[config.mk]
export PLATFORM = sky130hd
export DESIGN_NAME = perceptron_ctrl
export DESIGN_NICKNAME = d
export VERILOG_FILES = /design/src/rtl/perceptron_pkg.sv /design/src/rtl/perceptron_ctrl_timer.sv /design/src/rtl/perceptron_ctrl.sv
export SDC_FILE = /design/constraint.sdc
export NUM_CORES = 1
export LEC_CHECK = 0
export BUFFER_PORTS_ARGS = -buffer_cell sky130_fd_sc_hd__buf_2
export CORE_MARGIN = 4
export CORE_UTILIZATION = 30
export CTS_CLUSTER_DIAMETER = 200
export DETAILED_ROUTE_END_ITERATION = 8
export PLACE_DENSITY_LB_ADDON = 0.15
export SYNTH_ARGS = -nofsm -noshare
export SYNTH_HDL_FRONTEND = slang
export SYNTH_HIERARCHICAL = 1
export SYNTH_SLANG_ARGS = --single-unit
[constraint.sdc]
create_clock -name clk -period 3.25 [get_ports clk]
set_input_delay 0.325 -clock clk [delete_from_list [all_inputs] [get_ports clk]]
set_output_delay 0.325 -clock clk [all_outputs]
set_load 0.05 [all_outputs]
[src/rtl/perceptron_pkg.sv]
// Shared opcodes, response codes and controller state encoding for the perceptron UART sequencer.
package perceptron_pkg;

    localparam logic [7:0] OP_WR_W = 8'h01;
    localparam logic [7:0] OP_WR_X = 8'h02;
    localparam logic [7:0] OP_RUN  = 8'h03;
    localparam logic [7:0] OP_RD_W = 8'h04;

    localparam logic [7:0] RSP_ACK = 8'hA5;
    localparam logic [7:0] RSP_ERR = 8'hEE;
    localparam logic [7:0] RSP_TMO = 8'hEF;

    // Encoding doubles as the LED state code.
    typedef enum logic [2:0] {
        ST_IDLE     = 3'd0,
        ST_ARG0     = 3'd1,
        ST_ARG1     = 3'd2,
        ST_EXEC     = 3'd3,
        ST_READ     = 3'd4,
        ST_RUN_WAIT = 3'd5,
        ST_TX_SEND  = 3'd6
    } state_t;

    function automatic logic is_busy(input state_t s);
        return (s == ST_EXEC) || (s == ST_READ) || (s == ST_RUN_WAIT) || (s == ST_TX_SEND);
    endfunction

endpackage

[src/rtl/perceptron_ctrl_timer.sv]
// Loadable down-counter; tc flags the last counted cycle (count == 1).
module ctrl_timer #(
    parameter int W = 8
) (
    input  logic         clk,
    input  logic         nRst,
    input  logic         load,
    input  logic [W-1:0] load_val,
    input  logic         en,
    output logic         tc
);
    logic [W-1:0] count_q;

    always_ff @(posedge clk or negedge nRst) begin
        if (!nRst) begin
            count_q <= '0;
        end else if (load) begin
            count_q <= load_val;
        end else if (en && (count_q != '0)) begin
            count_q <= count_q - W'(1);
        end
    end

    assign tc = (count_q == W'(1));

endmodule

[src/rtl/perceptron_ctrl.sv]
// UART command sequencer: parses host frames, drives the perceptron register file and
// compute core, and returns ack/result/error bytes to the transmitter.
//
//   state    | meaning
//   IDLE     | waiting for an opcode byte
//   ARG0     | waiting for the index byte
//   ARG1     | waiting for the value byte
//   EXEC     | one-cycle write strobe or start pulse
//   READ     | wr_idx held, rd_data captured for reply
//   RUN_WAIT | waiting for done or run timeout
//   TX_SEND  | reply byte offered until tx_ready
module perceptron_ctrl
    import perceptron_pkg::*;
#(
    parameter int N_INPUTS     = 8,
    parameter int IDX_W        = 3,
    parameter int RUN_TIMEOUT  = 1024,
    parameter int BYTE_TIMEOUT = 500000
) (
    input  logic             clk,
    input  logic             nRst,
    input  logic             rx_valid,
    input  logic [7:0]       rx_data,
    output logic             tx_valid,
    output logic [7:0]       tx_data,
    input  logic             tx_ready,
    output logic             wr_en,
    output logic             wr_sel,
    output logic [IDX_W-1:0] wr_idx,
    output logic [7:0]       wr_data,
    input  logic [7:0]       rd_data,
    output logic             start,
    input  logic             done,
    input  logic [7:0]       result,
    output logic             busy,
    output logic [7:0]       leds
);
    localparam int RUN_W  = $clog2(RUN_TIMEOUT + 1);
    localparam int BYTE_W = $clog2(BYTE_TIMEOUT + 1);
    // Run timer is loaded in EXEC, so one less keeps the reply exactly RUN_TIMEOUT after start.
    localparam logic [RUN_W-1:0]  RUN_LOAD  = RUN_W'(RUN_TIMEOUT - 1);
    localparam logic [BYTE_W-1:0] BYTE_LOAD = BYTE_W'(BYTE_TIMEOUT);
    localparam logic [7:0]        IDX_LIMIT = 8'(N_INPUTS);

    state_t           state_q, state_d;
    logic [7:0]       op_q;
    logic [IDX_W-1:0] idx_q;
    logic [7:0]       val_q;
    logic [7:0]       tx_q;
    logic [3:0]       last_res_q;
    logic             ovr_q;

    logic       latch_op, latch_idx, latch_val;
    logic       tx_load, res_load, ovr_set;
    logic [7:0] tx_byte;
    logic       byte_load, run_load;
    logic       byte_tc, run_tc;
    logic       in_arg, in_run;

    assign in_arg = (state_q == ST_ARG0) || (state_q == ST_ARG1);
    assign in_run = (state_q == ST_RUN_WAIT);

    ctrl_timer #(.W(BYTE_W)) u_byte_timer (
        .clk      (clk),
        .nRst     (nRst),
        .load     (byte_load),
        .load_val (BYTE_LOAD),
        .en       (in_arg),
        .tc       (byte_tc)
    );

    ctrl_timer #(.W(RUN_W)) u_run_timer (
        .clk      (clk),
        .nRst     (nRst),
        .load     (run_load),
        .load_val (RUN_LOAD),
        .en       (in_run),
        .tc       (run_tc)
    );

    always_ff @(posedge clk or negedge nRst) begin
        if (!nRst) begin
            state_q <= ST_IDLE;
        end else begin
            state_q <= state_d;
        end
    end

    always_comb begin
        state_d   = state_q;
        wr_en     = 1'b0;
        start     = 1'b0;
        latch_op  = 1'b0;
        latch_idx = 1'b0;
        latch_val = 1'b0;
        tx_load   = 1'b0;
        tx_byte   = 8'h00;
        res_load  = 1'b0;
        ovr_set   = 1'b0;
        byte_load = 1'b0;
        run_load  = 1'b0;

        case (state_q)
            ST_IDLE: begin
                if (rx_valid) begin
                    latch_op  = 1'b1;
                    byte_load = 1'b1;
                    case (rx_data)
                        OP_WR_W, OP_WR_X, OP_RD_W: state_d = ST_ARG0;
                        OP_RUN:                    state_d = ST_EXEC;
                        default: begin
                            tx_load = 1'b1;
                            tx_byte = RSP_ERR;
                            state_d = ST_TX_SEND;
                        end
                    endcase
                end
            end
            ST_ARG0: begin
                if (rx_valid) begin
                    latch_idx = 1'b1;
                    byte_load = 1'b1;
                    if (rx_data >= IDX_LIMIT) begin
                        tx_load = 1'b1;
                        tx_byte = RSP_ERR;
                        state_d = ST_TX_SEND;
                    end else if (op_q == OP_RD_W) begin
                        state_d = ST_READ;
                    end else begin
                        state_d = ST_ARG1;
                    end
                end else if (byte_tc) begin
                    state_d = ST_IDLE;
                end
            end
            ST_ARG1: begin
                if (rx_valid) begin
                    latch_val = 1'b1;
                    state_d   = ST_EXEC;
                end else if (byte_tc) begin
                    state_d = ST_IDLE;
                end
            end
            ST_EXEC: begin
                if (op_q == OP_RUN) begin
                    start    = 1'b1;
                    run_load = 1'b1;
                    state_d  = ST_RUN_WAIT;
                end else begin
                    wr_en   = 1'b1;
                    tx_load = 1'b1;
                    tx_byte = RSP_ACK;
                    state_d = ST_TX_SEND;
                end
            end
            ST_READ: begin
                tx_load = 1'b1;
                tx_byte = rd_data;
                state_d = ST_TX_SEND;
            end
            ST_RUN_WAIT: begin
                if (done) begin
                    tx_load  = 1'b1;
                    tx_byte  = result;
                    res_load = 1'b1;
                    state_d  = ST_TX_SEND;
                end else if (run_tc) begin
                    tx_load = 1'b1;
                    tx_byte = RSP_TMO;
                    state_d = ST_TX_SEND;
                end
            end
            ST_TX_SEND: begin
                if (tx_ready) begin
                    state_d = ST_IDLE;
                end
            end
            default: state_d = ST_IDLE;
        endcase

        if (rx_valid && is_busy(state_q)) begin
            ovr_set = 1'b1;
        end
    end

    always_ff @(posedge clk or negedge nRst) begin
        if (!nRst) begin
            op_q       <= 8'h00;
            idx_q      <= '0;
            val_q      <= 8'h00;
            tx_q       <= 8'h00;
            last_res_q <= 4'h0;
            ovr_q      <= 1'b0;
        end else begin
            if (latch_op)  op_q       <= rx_data;
            if (latch_idx) idx_q      <= rx_data[IDX_W-1:0];
            if (latch_val) val_q      <= rx_data;
            if (tx_load)   tx_q       <= tx_byte;
            if (res_load)  last_res_q <= result[3:0];
            if (ovr_set)   ovr_q      <= 1'b1;
        end
    end

    assign tx_valid = (state_q == ST_TX_SEND);
    assign tx_data  = tx_q;
    assign wr_sel   = (op_q == OP_WR_X);
    assign wr_idx   = idx_q;
    assign wr_data  = val_q;
    assign busy     = is_busy(state_q);
    assign leds     = {state_q, ovr_q, last_res_q};

endmodule

Word level (Yosys, flattened, before mapping)
Cells that the tools add are included.
{"block": "totals", "ff_bits": 65, "latchBits": 0, "mem_bits_rw": 0, "rom_bits": 0, "out_inout_bits": 32, "elab_cells": 89, "memories": 0}
{"block": "op_classes", "n_addsub": 2, "n_mul": 0, "div_mod_pow": 0, "magnitude_cmp": 1, "eq_ne": 18, "n_shift": 0, "n_mux": 43, "bitwise": 0, "n_reduce_logical": 16}
{"cell": "$mux W8", "count": 7}
{"cell": "$pmux W8 S5", "count": 1}
{"cell": "$mux W19", "count": 2}
{"cell": "$eq A8 B2 Y1 const B", "count": 4}
{"cell": "$mux W3", "count": 9}
{"cell": "$mux W11", "count": 2}
{"cell": "$pmux W3 S7", "count": 1}
{"cell": "$eq A19 B1 Y1 const B", "count": 1}
{"cell": "$reduce_bool A19 Y1", "count": 1}
{"cell": "$sub A19 B1 Y19 const B", "count": 1}
{"cell": "$mux W1", "count": 18}
{"cell": "$eq A8 B3 Y1 const B", "count": 2}
{"cell": "$eq A11 B1 Y1 const B", "count": 1}
{"cell": "$reduce_bool A11 Y1", "count": 1}
{"cell": "$sub A11 B1 Y11 const B", "count": 1}
{"cell": "$eq A3 B3 Y1 const B", "count": 3}
{"cell": "$eq A8 B1 Y1 const B", "count": 1}
{"cell": "$ge A8 B4 Y1 const B", "count": 1}
{"cell": "$eq A3 B2 Y1 const B", "count": 2}
{"cell": "$pmux W3 S2", "count": 1}
{"cell": "$pmux W1 S5", "count": 1}
{"cell": "$logic_or A1 B1 Y1", "count": 4}
{"cell": "$reduce_bool A2 Y1", "count": 2}
{"cell": "$reduce_or A4 Y1", "count": 1}
{"cell": "other kinds (10)", "count": 12}

Logic depth before layout (Yosys ltp)
Gate-level depths: netlist of run 1.
{"block": "depth", "depth_word": 6, "ltp_mapped": 9, "ltp_nobuf": 9}

Hierarchy
The synthesis of run 1 kept the hierarchy.
{"module": "perceptron_ctrl", "n_inst": 1, "cells_each": 168, "area_per_inst_um2": 1776.7, "seq_area_each_um2": 875.8}
{"module": "ctrl_timer (u_byte_timer)", "n_inst": 1, "cells_each": 129, "area_per_inst_um2": 1218.7, "seq_area_each_um2": 475.5}
{"module": "ctrl_timer (u_run_timer)", "n_inst": 1, "cells_each": 81, "area_per_inst_um2": 700.7, "seq_area_each_um2": 275.3}

Worst setup path before layout of run 1
No wires, ideal clock.
{"block": "synth_timing", "path_type": "reg-to-reg", "start": "register state_q[0]", "end": "register u_run_timer.count_q[7]", "arrival_ps": 2480, "setup_slack_ps": 645, "stages_incl_launch_ff": 8, "path_buffers": 1, "period_less_slack_ps": 2605, "path_cell_list": "dfrtp_1 -> buf_2 -> nand3b_1 -> nor2_1 -> nor2b_1 -> and2_2 -> a221oi_1 -> nand2_1"}
{"block": "synth_via", "elab_chain_len": 3, "elab_cells_between_ends": 6, "classes_between": "eq/ne (2); mux (2); reduce/logical (2)"}
{"element": "start, declared", "line_no": "perceptron_ctrl.sv:45", "text": "state_t state_q, state_d;"}
{"element": "start signal, assigned", "line_no": "perceptron_ctrl.sv:85", "text": "state_q <= state_d;"}
{"element": "$eq A3 B2 Y1 (*)"}
{"element": "$mux W1 (*)"}
{"element": "named net start", "line_no": "perceptron_ctrl.sv:32", "text": "output logic start,"}
{"element": "$mux W11 or $reduce_bool A2 Y1 (tied branches)"}
{"element": "end signal, assigned", "line_no": "perceptron_ctrl_timer.sv:18", "text": "count_q <= load_val;"}
{"element": "end signal, assigned", "line_no": "perceptron_ctrl_timer.sv:20", "text": "count_q <= count_q - W'(1);"}
{"element": "end, declared", "line_no": "perceptron_ctrl_timer.sv:12", "text": "logic [W-1:0] count_q;"}
The timed path passes the listed nets; every way through them passes the cells marked *.
A chain may end at the register's enable or synchronous reset.

Worst setup path in the final report of run 1
{"block": "layout_timing", "start": "register op_q[5]", "end": "output port start"}
{"block": "layout_via", "elab_chain_len": 3}
{"element": "start, declared", "line_no": "perceptron_ctrl.sv:46", "text": "logic [7:0] op_q;"}
{"element": "start signal, assigned", "line_no": "perceptron_ctrl.sv:195", "text": "if (latch_op) op_q <= rx_data;"}
{"element": "$eq A8 B2 Y1", "line_no": "perceptron_ctrl.sv:145", "text": "if (op_q == OP_RUN) begin"}
{"element": "$mux W1", "line_no": "perceptron_ctrl.sv:145"}
{"element": "$mux W1", "line_no": "perceptron_ctrl.sv:103", "text": "case (state_q)"}
{"element": "end, declared", "line_no": "perceptron_ctrl.sv:32"}
Every way passes these cells.

==> results of run 1 <==
-- logic make-up after synthesis --
group,after synthesis,synth area share (%)
XOR/XNOR,13,3.08
adder cells (fa/ha/maj),4,1.35
AO/OA/AOI/OAI,85,15.0
multiplexers,28,8.60
buffers and inverters,27,3.15
AND/OR/NAND/NOR,154,24.6
other,2,0.203
flip-flops,65,44.0
-- state kept, by name (all words and copies together), names as in the netlist --
signal	flops
state_q	3
u_byte_timer/count_q	19
last_res_q	4
wr_idx	3
u_run_timer/count_q	11
tx_data	8
op_q	8
ovr_q	1
wr_data	8
-- per-layer routing --
layer / wire [um] / up-vias / global-route usage (%)
met5: 0 / - / 0
met4: 162 / 0 / 4.34
met3: 434 / 10 / 4.04
met2: 3940 / 53 / 20.4
met1: 4470 / 1426 / 18.9
li1: - / 1547 / -
-- worst max-delay path, delay by kind of cell (launching register included) --
kind,cells,cell delay (ns)
buf+inv,1,0.38
simple gates,3,1.20
flops,1,0.39
-- per-stage QoR --
| step | cell area [um2] | power [mW] |
|---|---|---|
| after floorplan | 3800 | 3.05 |
| after global placement | 4290 | 3.52 |
| after detailed placement | 4290 | 3.55 |
| after CTS | 4600 | 4.55 |
| after global routing | 4600 | 4.82 |
| final | 4600 | 4.48 |
-- power by group through the flow --
| stage | Combinational (mW) | Clock [mW] | Sequential [mW] |
|---|---|---|---|
| floorplan | 1.05 | 0 | 2.00 |
| global placement | 1.99 | 0 | 1.53 |
| detailed placement | 2.02 | 0 | 1.54 |
| CTS | 2.02 | 1.00 | 1.53 |
| global route | 2.19 | 1.04 | 1.59 |
| finish | 1.99 | 0.965 | 1.53 |
-- timing repair --
| action | 4_1_cts | 5_1_grt |
|---|---|---|
| hold buffers | 1 | 0 |
| buffers inserted | 0 | 0 |
| resized for setup | 0 | 0 |
| hold endpoints to repair | 3 | 0 |
-- cells in the final DEF (no fill, tap or decap), drive strengths merged, types with 11 or more instances in the layout --
master | Yosys | layout
dfrtp | 65 | 65
nand3 | 14 | 14
a21oi | 16 | 16
clkbuf | 5 | 11
inv | 14 | 14
nand2 | 51 | 51
nor3 | 15 | 15
buf | 8 | 69
mux2 | 27 | 27
nor2 | 15 | 15
o21ai | 35 | 35
conb | 2 | 30
-- area by class of cell --
cell class	count	area, um2	share of cell area [%]
clock inverter	5	55.1	1.20
timing repair buffer	70	378	8.22
inverter	14	52.6	1.14
sequential	65	1630	35.4
tap	147	184	4.00
multi-input combinational	314	2060	44.8
clock buffer	11	243	5.28
-- worst min-delay path by stage --
| stage | slack, ns | cells after the start | startpoint | endpoint |
|---|---|---|---|---|
| after floorplan | 0.03 | 0 | nRst | last_res_q[0]$_DFFE_PN0P_ |
| after detailed placement | 0.36 | 1 | nRst | u_run_timer/count_q[8]$_DFFE_PN0P_ |
| after global placement | 0.35 | 1 | nRst | u_run_timer/count_q[8]$_DFFE_PN0P_ |
| after global routing | 0.20 | 3 | rd_data[4] | tx_data[4]$_DFFE_PN0P_ |
| final | 0.20 | 3 | rd_data[4] | tx_data[4]$_DFFE_PN0P_ |
| after CTS | 0.19 | 3 | rd_data[4] | tx_data[4]$_DFFE_PN0P_ |
==> results.ini, run 1 <==
[synthesis]
ys_ff_latch=65
synth_seq_area_share_pct=44.0
synth_cell_types=73
synth_warnings=6
yosysMostFrequentCell=dfrtp_1
synth.area.top_cells=dfrtp_1 (44%), mux2_2 (7.9%), nand2_1 (5.2%)
async_flop_share_pct=100
yosys.area.top_type_share_pct=44.0
synth-main-ff-cell=dfrtp_1
synth_edf_count=0
synthesis.area_um2=3700
yosys.area.top_type=dfrtp_1
synthCells=378
synth.top_cells.by_count=dfrtp_1 (65), nand2_1 (51), mux2_2 (26), o21ai_0 (26)
syn_avg_cell_area_um2=9.78

[cts]
clk_pin_slew_ns=0.05
clock-sinks=65
htreeDepth=3
cts_root_buffer=clkbuf_16
cts_buffers=9
clkLatencyLatePin_ns=0.33
clock_path_buffers=2
cts_tree=done

[setup_path]
crit_fanout=9
worstPathArrival_ns=2.31
start_kind=register
critPathSlowestCell=nor2_1
cp-startpoint=op_q[5]$_DFFE_PN0P_
r2r-end=u_byte_timer/count_q[11]$_DFFE_PN0P_
ff2ff_path_depth=6
crit_type=reg -> out
path_cells=nor4b_1, nand3_1, nor2_1, buf_2
critical-path-max-stage-delay_ns=0.56
r2r_start=state_q[1]$_DFFE_PN0P_
cp-end-kind=primary output
setup.worst_path.end=start
critPathRequiredTime_ns=2.92
reg2reg_slack_ns=0.65

[final_layout]
antenna_cells=0
area_growth_pct=24.4
layout.nets=507
fill_cells=1214
fin_cells=626
drive_gt1_share_pct=28.2
fin_util_pct=38.3

[global_route]
grt_max_degree=26
grt_util_all_layers_pct=13.6
grt_overflow=0
grt_pass1_vias=3000
grt_pass1_wl_um=15500
antenna_found_initial=0

[timing]
hold_violations=0
rsz0062_at_grt=no
relSlewSlack_pct=51.3
fin_tns_setup_ns=0
worst_slew_pin_slew_ns=0.720
finalSetupViolations=0
skew_ns=0.00526
clock.fmax_mhz=380
period_share_pct=80.9
drv_slew=0
whs_ns=0.204
period_minus_slack_ns=2.63
setup_ws_ns=0.620

[power]
power.switching_mw=2.00
p_leak_nw=1.95
pwr-share-seq_pct=34.0
internal-power_mw=2.49
vdd_ir_drop_max_mv=0.534
power_frac_comb_pct=44.4
p_sw_share_pct=44.5
power_frac_clock_pct=21.5
powerDensity_nw_per_um2=976

[route]
vias_per_cell=4.85
ant_nets=0
drt_iter0_drc=222
route.detailed.drc=0
wire_per_inst_um=14.4
routed_wl_um=9010
vias=3036
first_pass_iters=4

[floorplanning]
die_width_um=119
coreArea_um2=12000
rows=40
die_y_um=119
start_util_pct=30.8
dieArea_um2=14200
floorplan.io_pins=61

[placed_design]
place_ws_ns=0.670
hpwl_um=6680
io_buffers=60
place_congestion=0.825
placedCellCount=609

[job]
cap_violations=0

[status]
status=completed

[min_path]
holdCritPathClass=in -> reg

Note: power is estimated with default switching activity, not from simulation.
==> run 2, diff against run 1 <==
==> constraint.sdc (replaced) <==
create_clock -name clk -period 2.6 [get_ports clk]
set_input_delay 0.26 -clock clk [delete_from_list [all_inputs] [get_ports clk]]
set_output_delay 0.26 -clock clk [all_outputs]
set_load 0.05 [all_outputs]
==> run 2 against run 1 <==
Register-to-register slack lost 0.26 ns. First-iteration DRC count shrank 27%. Utilization increased by 1.2 points. Combinational power increased by 32%. Power is 34% higher. Highest routed layer unchanged. Sequential power is 21% higher. Via count up 1.6%. Routed wire length up 1.9%. Critical path type unchanged. Final cell count is 1.1% higher.
==> results.ini, run 2 (synthesis gave the netlist of run 1 again) <==
[placed_design]
io_buffers=60  ; unchanged
place_congestion=0.801  ; -3.0%
hpwl_um=6660  ; -0.31%
placedCellCount=616  ; +1.1%

[final_layout]
largest_register_ffs=19  ; unchanged
fin_util_pct=39.5  ; +1.2 points
drive_gt1_share_pct=29.6  ; +1.4 points
final_common_cell=dfrtp_1
fill_cells=1207  ; -0.58%
fin_cells=633  ; +1.1%
antenna_cells=0  ; unchanged
top_register=u_byte_timer/count_q
top_regs=u_byte_timer/count_q (19), u_run_timer/count_q (11)
area_growth_pct=28.3
layout.nets=514  ; +1.4%
final_cell_mix=dfrtp_1 (65), buf_2 (60), nand2_1 (51), conb_1 (30)

[setup_path]
critPathRequiredTime_ns=2.34  ; -0.58 ns
crit_type=reg -> out
critical-path-max-stage-delay_ns=0.42  ; -0.14 ns
critPathSlowestCell=nor4b_1
path_cells=nor4b_1, nand3_1, nor2_2, buf_2
crit_fanout=4  ; -5
cp-end-kind=primary output
worstPathArrival_ns=1.97  ; -0.34 ns
start_kind=register

[min_path]
holdCritPathClass=in -> reg

[route]
ant_nets=0  ; unchanged
wire_per_inst_um=14.5  ; +0.79%
first_pass_iters=4  ; unchanged
routed.top_layer=met4
drt_iter0_drc=162  ; -27%
wl_met2_um=4270  ; +8.3%
route.detailed.drc=0  ; unchanged
vias_per_cell=4.88  ; +0.52%
routed_wl_um=9180  ; +1.9%
wl_met1_um=4420  ; -0.96%
met3_length_um=421  ; -3.0%
vias=3086  ; +1.6%

[timing]
period_share_pct=85.8
relSlewSlack_pct=61.8  ; +10 points
drv_slew=0  ; unchanged
finalSetupViolations=0  ; unchanged
clock.fmax_mhz=448
rsz0062_at_grt=no
period_minus_slack_ns=2.23
fin_tns_setup_ns=0  ; unchanged
skew_ns=0.00762  ; +0.00237 ns
hold_violations=0  ; unchanged
worst_slew_pin_slew_ns=0.568  ; -0.152 ns

[cts]
clock_path_buffers=2  ; unchanged
cts_setup_buffers=0  ; unchanged
cts_tree=done
clkLatencyLatePin_ns=0.33  ; about the same
clock-sinks=65  ; unchanged
clk_pin_slew_ns=0.06  ; about the same
htreeDepth=3  ; unchanged
cts_root_buffer=clkbuf_16
cts_buffers=9  ; unchanged

[power]
powerDensity_nw_per_um2=1260  ; +29%
p_leak_nw=2.03  ; +4.3%
vdd_ir_drop_max_mv=0.758  ; +42%

[job]
cap_violations=0  ; unchanged

[floorplanning]
coreArea_um2=12000  ; unchanged
dieArea_um2=14200  ; unchanged
die_width_um=119  ; unchanged
rows=40  ; unchanged
floorplan.io_pins=61  ; unchanged
die_y_um=119  ; unchanged
start_util_pct=30.8  ; unchanged

[status]
status=completed

[global_route]
antenna_found_initial=0  ; unchanged
grt_pass1_wl_um=15200  ; -1.9%
grt_max_degree=66  ; +150%
grt_util_all_layers_pct=13.4  ; -0.19 points
grt_pass1_vias=2943  ; -1.9%
grt_overflow=0  ; unchanged

## run 2: changes by cell type in the layout (fill, tap and decap cells not counted), sizes merged
| cell | change |
|---|---|
| bufinv | +3 |
| inv | +1 |
| clkinvlp | -2 |
| buf | +7 |
| clkinv | -1 |
| clkbuf | -1 |
## run 2: repair_timing
action | 4_1_cts | 5_1_grt
hold buffers | 1 | 0
hold endpoints to repair | 65 | 0
resized for setup | 0 | 0
## run 2: path summary, 6_finish.rpt
path,start,end,slack (ns),depth (start not counted)
min in group asynchronous,nRst,u_run_timer/count_q[4]$_DFFE_PN0P_,0.47,3
hold reg to reg,ovr_q$_DFFE_PN0P_,ovr_q$_DFFE_PN0P_,0.45,1
hold / removal,rd_data[4],tx_data[4]$_DFFE_PN0P_,0.14,3
max in group asynchronous,nRst,state_q[2]$_DFFE_PN0P_,1.80,3
setup / recovery,op_q[5]$_DFFE_PN0P_,start,0.37,4
setup reg to reg,u_byte_timer/count_q[13]$_DFFE_PN0P_,state_q[0]$_DFFE_PN0P_,0.39,8
## run 2: layout make-up
| class | instances | area, um2 | share of cell area (%) |
|---|---|---|---|
| tap | 147 | 184 | 3.88 |
| multi-input combinational | 314 | 2060 | 43.4 |
| inverter | 14 | 52.6 | 1.11 |
| timing repair buffer | 77 | 443 | 9.34 |
| sequential | 65 | 1630 | 34.3 |
| clock inverter | 6 | 138 | 2.90 |
| clock buffer | 10 | 239 | 5.04 |
## run 2: routing by layer
layer	vias to the layer above	track usage, %
li1	1553	-
met1	1465	18.0
met2	64	21.2
met3	4	3.56
met4	0	4.27
met5	-	0
## run 2: report_power, final
group	switching [mW]	total, mW	internal, mW
sequential	0.382	1.85	1.46
clock	0.460	1.52	1.06
combinational	1.69	2.62	0.932
total	2.53	5.99	3.46
## run 2: per-stage QoR
stage / setup WS [ns] / hold slack [ns] / total power [mW] / instance area [um2]
6_report: 0.370 / 0.144 / 5.99 / 4740
5_1_grt: 0.191 / 0.157 / 6.40 / 4740
4_1_cts: 0.321 / 0.125 / 6.08 / 4740
3_5_place_dp: 0.390 / 0.319 / 4.51 / 4360
3_3_place_gp: 0.418 / 0.316 / 4.47 / 4360
2_1_floorplan: 0.0236 / -0.0356 / 3.81 / 3800
## run 2: critical path: cells and delay by family (launching register included)
family,cells,cell delay [ns]
and+or+nand+nor,3,0.95
DFF,1,0.39
buffers and inverters,1,0.31
==> run 3, diff against run 2 <==
--- a/config.mk
+++ b/config.mk
@@ -7,7 +7,7 @@
 export LEC_CHECK = 0
 export BUFFER_PORTS_ARGS = -buffer_cell sky130_fd_sc_hd__buf_2
 export CORE_MARGIN = 4
-export CORE_UTILIZATION = 30
+export CORE_UTILIZATION = 43
 export CTS_CLUSTER_DIAMETER = 200
 export DETAILED_ROUTE_END_ITERATION = 8
 export PLACE_DENSITY_LB_ADDON = 0.15
==> run 3 against run 2 <==
Largest cell class unchanged. Worst setup slack got worse by 0.060 ns. Register-to-register slack got worse by 0.04 ns. Flip-flop and latch count unchanged. Clock power decreased by 44%. Sequential power about the same. Sequential share of layout area increased by 2.0 points. Critical path depth unchanged. Clock skew increased by 0.00068 ns. Via count increased by 1.2%. The flow now finishes with violations (hold timing). Final cell count decreased by 7.1%.
==> results.ini, run 3 (synthesis gave the netlist of run 1 again) <==
[status]
status=finished with violations
violations=hold timing

[route]
vias=3122  ; +1.2%
routed_wl_um=8430  ; -8.2%
route.detailed.drc=0  ; unchanged
first_pass_iters=5  ; +1
vias_per_cell=5.31  ; +8.9%
ant_nets=0  ; unchanged
drt_iter0_drc=137  ; -15%
wire_per_inst_um=14.3  ; -1.1%

[cts]
clock-sinks=65  ; unchanged
cts_resized=0  ; unchanged
cts_root_buffer=clkbuf_8
clk_pin_slew_ns=0.08  ; +0.02 ns
cts_hold_buf=0  ; -1
htreeDepth=3  ; unchanged
cts_tree=done
cts_buffers=9  ; unchanged
clkLatencyLatePin_ns=0.34  ; about the same
cts_setup_buffers=0  ; unchanged
clock_path_buffers=2  ; unchanged

[setup_path]
start_kind=register
crit_type=reg -> out
critPathRequiredTime_ns=2.34  ; about the same
crit_fanout=6  ; +2
worstPathArrival_ns=2.03  ; +0.06 ns
cp-end-kind=primary output

[timing]
hold_violations=5  ; +5
skew_ns=0.00831  ; +0.000682 ns
relSlewSlack_pct=48.8  ; -13 points
setup_ws_ns=0.309  ; -0.0603 ns
fin_tns_setup_ns=0  ; unchanged
whs_ns=-0.00810  ; -0.152 ns
worst_slew_pin_slew_ns=0.768  ; +0.199 ns
finalSetupViolations=0  ; unchanged
period_share_pct=88.1  ; +2.3 points
clock.fmax_mhz=437  ; -2.6%
rsz0062_at_grt=no
drv_slew=0  ; unchanged
period_minus_slack_ns=2.29  ; +0.0603 ns

[final_layout]
fin_cells=588  ; -7.1%
seq_area_um2=1630  ; unchanged
multi_input_area_um2=2060  ; unchanged
fill_cells=776  ; -36%
drive_gt1_share_pct=29.4  ; -0.23 points
largest_register_ffs=19  ; unchanged
top_register=u_byte_timer/count_q
antenna_cells=0  ; unchanged
final_cell_mix=dfrtp_1 (65), buf_2 (60), nand2_1 (51), conb_1 (30)
final_common_cell=dfrtp_1
layout.nets=511  ; -0.58%
top_regs=u_byte_timer/count_q (19), u_run_timer/count_q (11)
area_growth_pct=21.3

[floorplanning]
rows=33  ; -18%
dieArea_um2=10100  ; -28%
start_util_pct=44.5  ; +14 points
coreArea_um2=8300  ; -31%
die_width_um=101  ; -15%
die_y_um=101  ; -15%
floorplan.io_pins=61  ; unchanged

[placed_design]
io_buffers=60  ; unchanged
placedCellCount=572  ; -7.1%
hpwl_um=6250  ; -6.1%
place_congestion=0.839  ; +4.8%
place_ws_ns=0.406  ; +0.0160 ns

[global_route]
grt_max_degree=35  ; -47%
grt_pass1_wl_um=14400  ; -5.1%
grt_pass1_vias=2994  ; +1.7%
grt_overflow=0  ; unchanged
grt_util_all_layers_pct=17.8  ; +4.4 points
antenna_found_initial=0  ; unchanged

[min_path]
holdCritPathClass=in -> async

[power]
vdd_ir_drop_max_mv=0.754  ; -0.59%
p_leak_nw=1.93  ; -5.3%
powerDensity_nw_per_um2=1180  ; -6.9%

[job]
cap_violations=0  ; unchanged

-- run 3: final cells by class --
type	instances	share of cell area (%)
clock buffers	9	2.76
repair buffers	74	9.32
clock inverters	7	1.59
multi-input cells	314	46.0
inverters	14	1.17
well taps	105	2.93
flip-flops and latches	65	36.3
-- run 3: worst max-delay path, cell delays in order (launching register included) --
cell     delay (ns)
dfrtp_1        0.40
nor4b_1        0.43
nand3_1        0.25
nor2_2         0.29
buf_2          0.32
-- run 3: final timing paths --
| kind | to | cells after the start | startpoint | slack [ns] |
|---|---|---|---|---|
| min in group clk | tx_data[4]$_DFFE_PN0P_ | 3 | rd_data[4] | 0.14 |
| hold / removal | u_run_timer/count_q[9]$_DFFE_PN0P_ | 1 | nRst | -0.008 |
| setup reg to reg | u_byte_timer/count_q[11]$_DFFE_PN0P_ | 6 | state_q[1]$_DFFE_PN0P_ | 0.35 |
| setup / recovery | start | 4 | op_q[5]$_DFFE_PN0P_ | 0.31 |
| max in group asynchronous | wr_idx[1]$_DFFE_PN0P_ | 2 | nRst | 1.97 |
| hold reg to reg | ovr_q$_DFFE_PN0P_ | 1 | ovr_q$_DFFE_PN0P_ | 0.45 |
-- run 3: routing by layer --
metal  track usage, %  up-vias  wire, um
li1                 -     1539         -
met1             24.4     1488      3850
met2             27.9       88      3920
met3             4.08        7       577
met4             5.70        0        81
met5                0        -         0
-- run 3: report_power, final --
group	leakage, nW	internal, mW	total, mW	switching (mW)
Clock	0.0912	0.440	0.847	0.407
Combinational	1.09	0.911	2.57	1.66
Sequential	0.749	1.46	1.85	0.394
Total	1.93	2.81	5.27	2.46
-- run 3: per-stage QoR --
| step | cell area [um2] | power, mW | utilization, % | hold WS, ns |
|---|---|---|---|---|
| final | 4480 | 5.27 | 54.0 | -0.00810 |
| after global routing | 4480 | 5.67 | 54.0 | 0.0426 |
| after CTS | 4480 | 5.33 | 54.0 | 0.0134 |
| after global placement | 4290 | 4.39 | 51.7 | 0.374 |
| after floorplan | 3800 | 3.81 | - | -0.0356 |
| after detailed placement | 4290 | 4.45 | 51.7 | 0.388 |
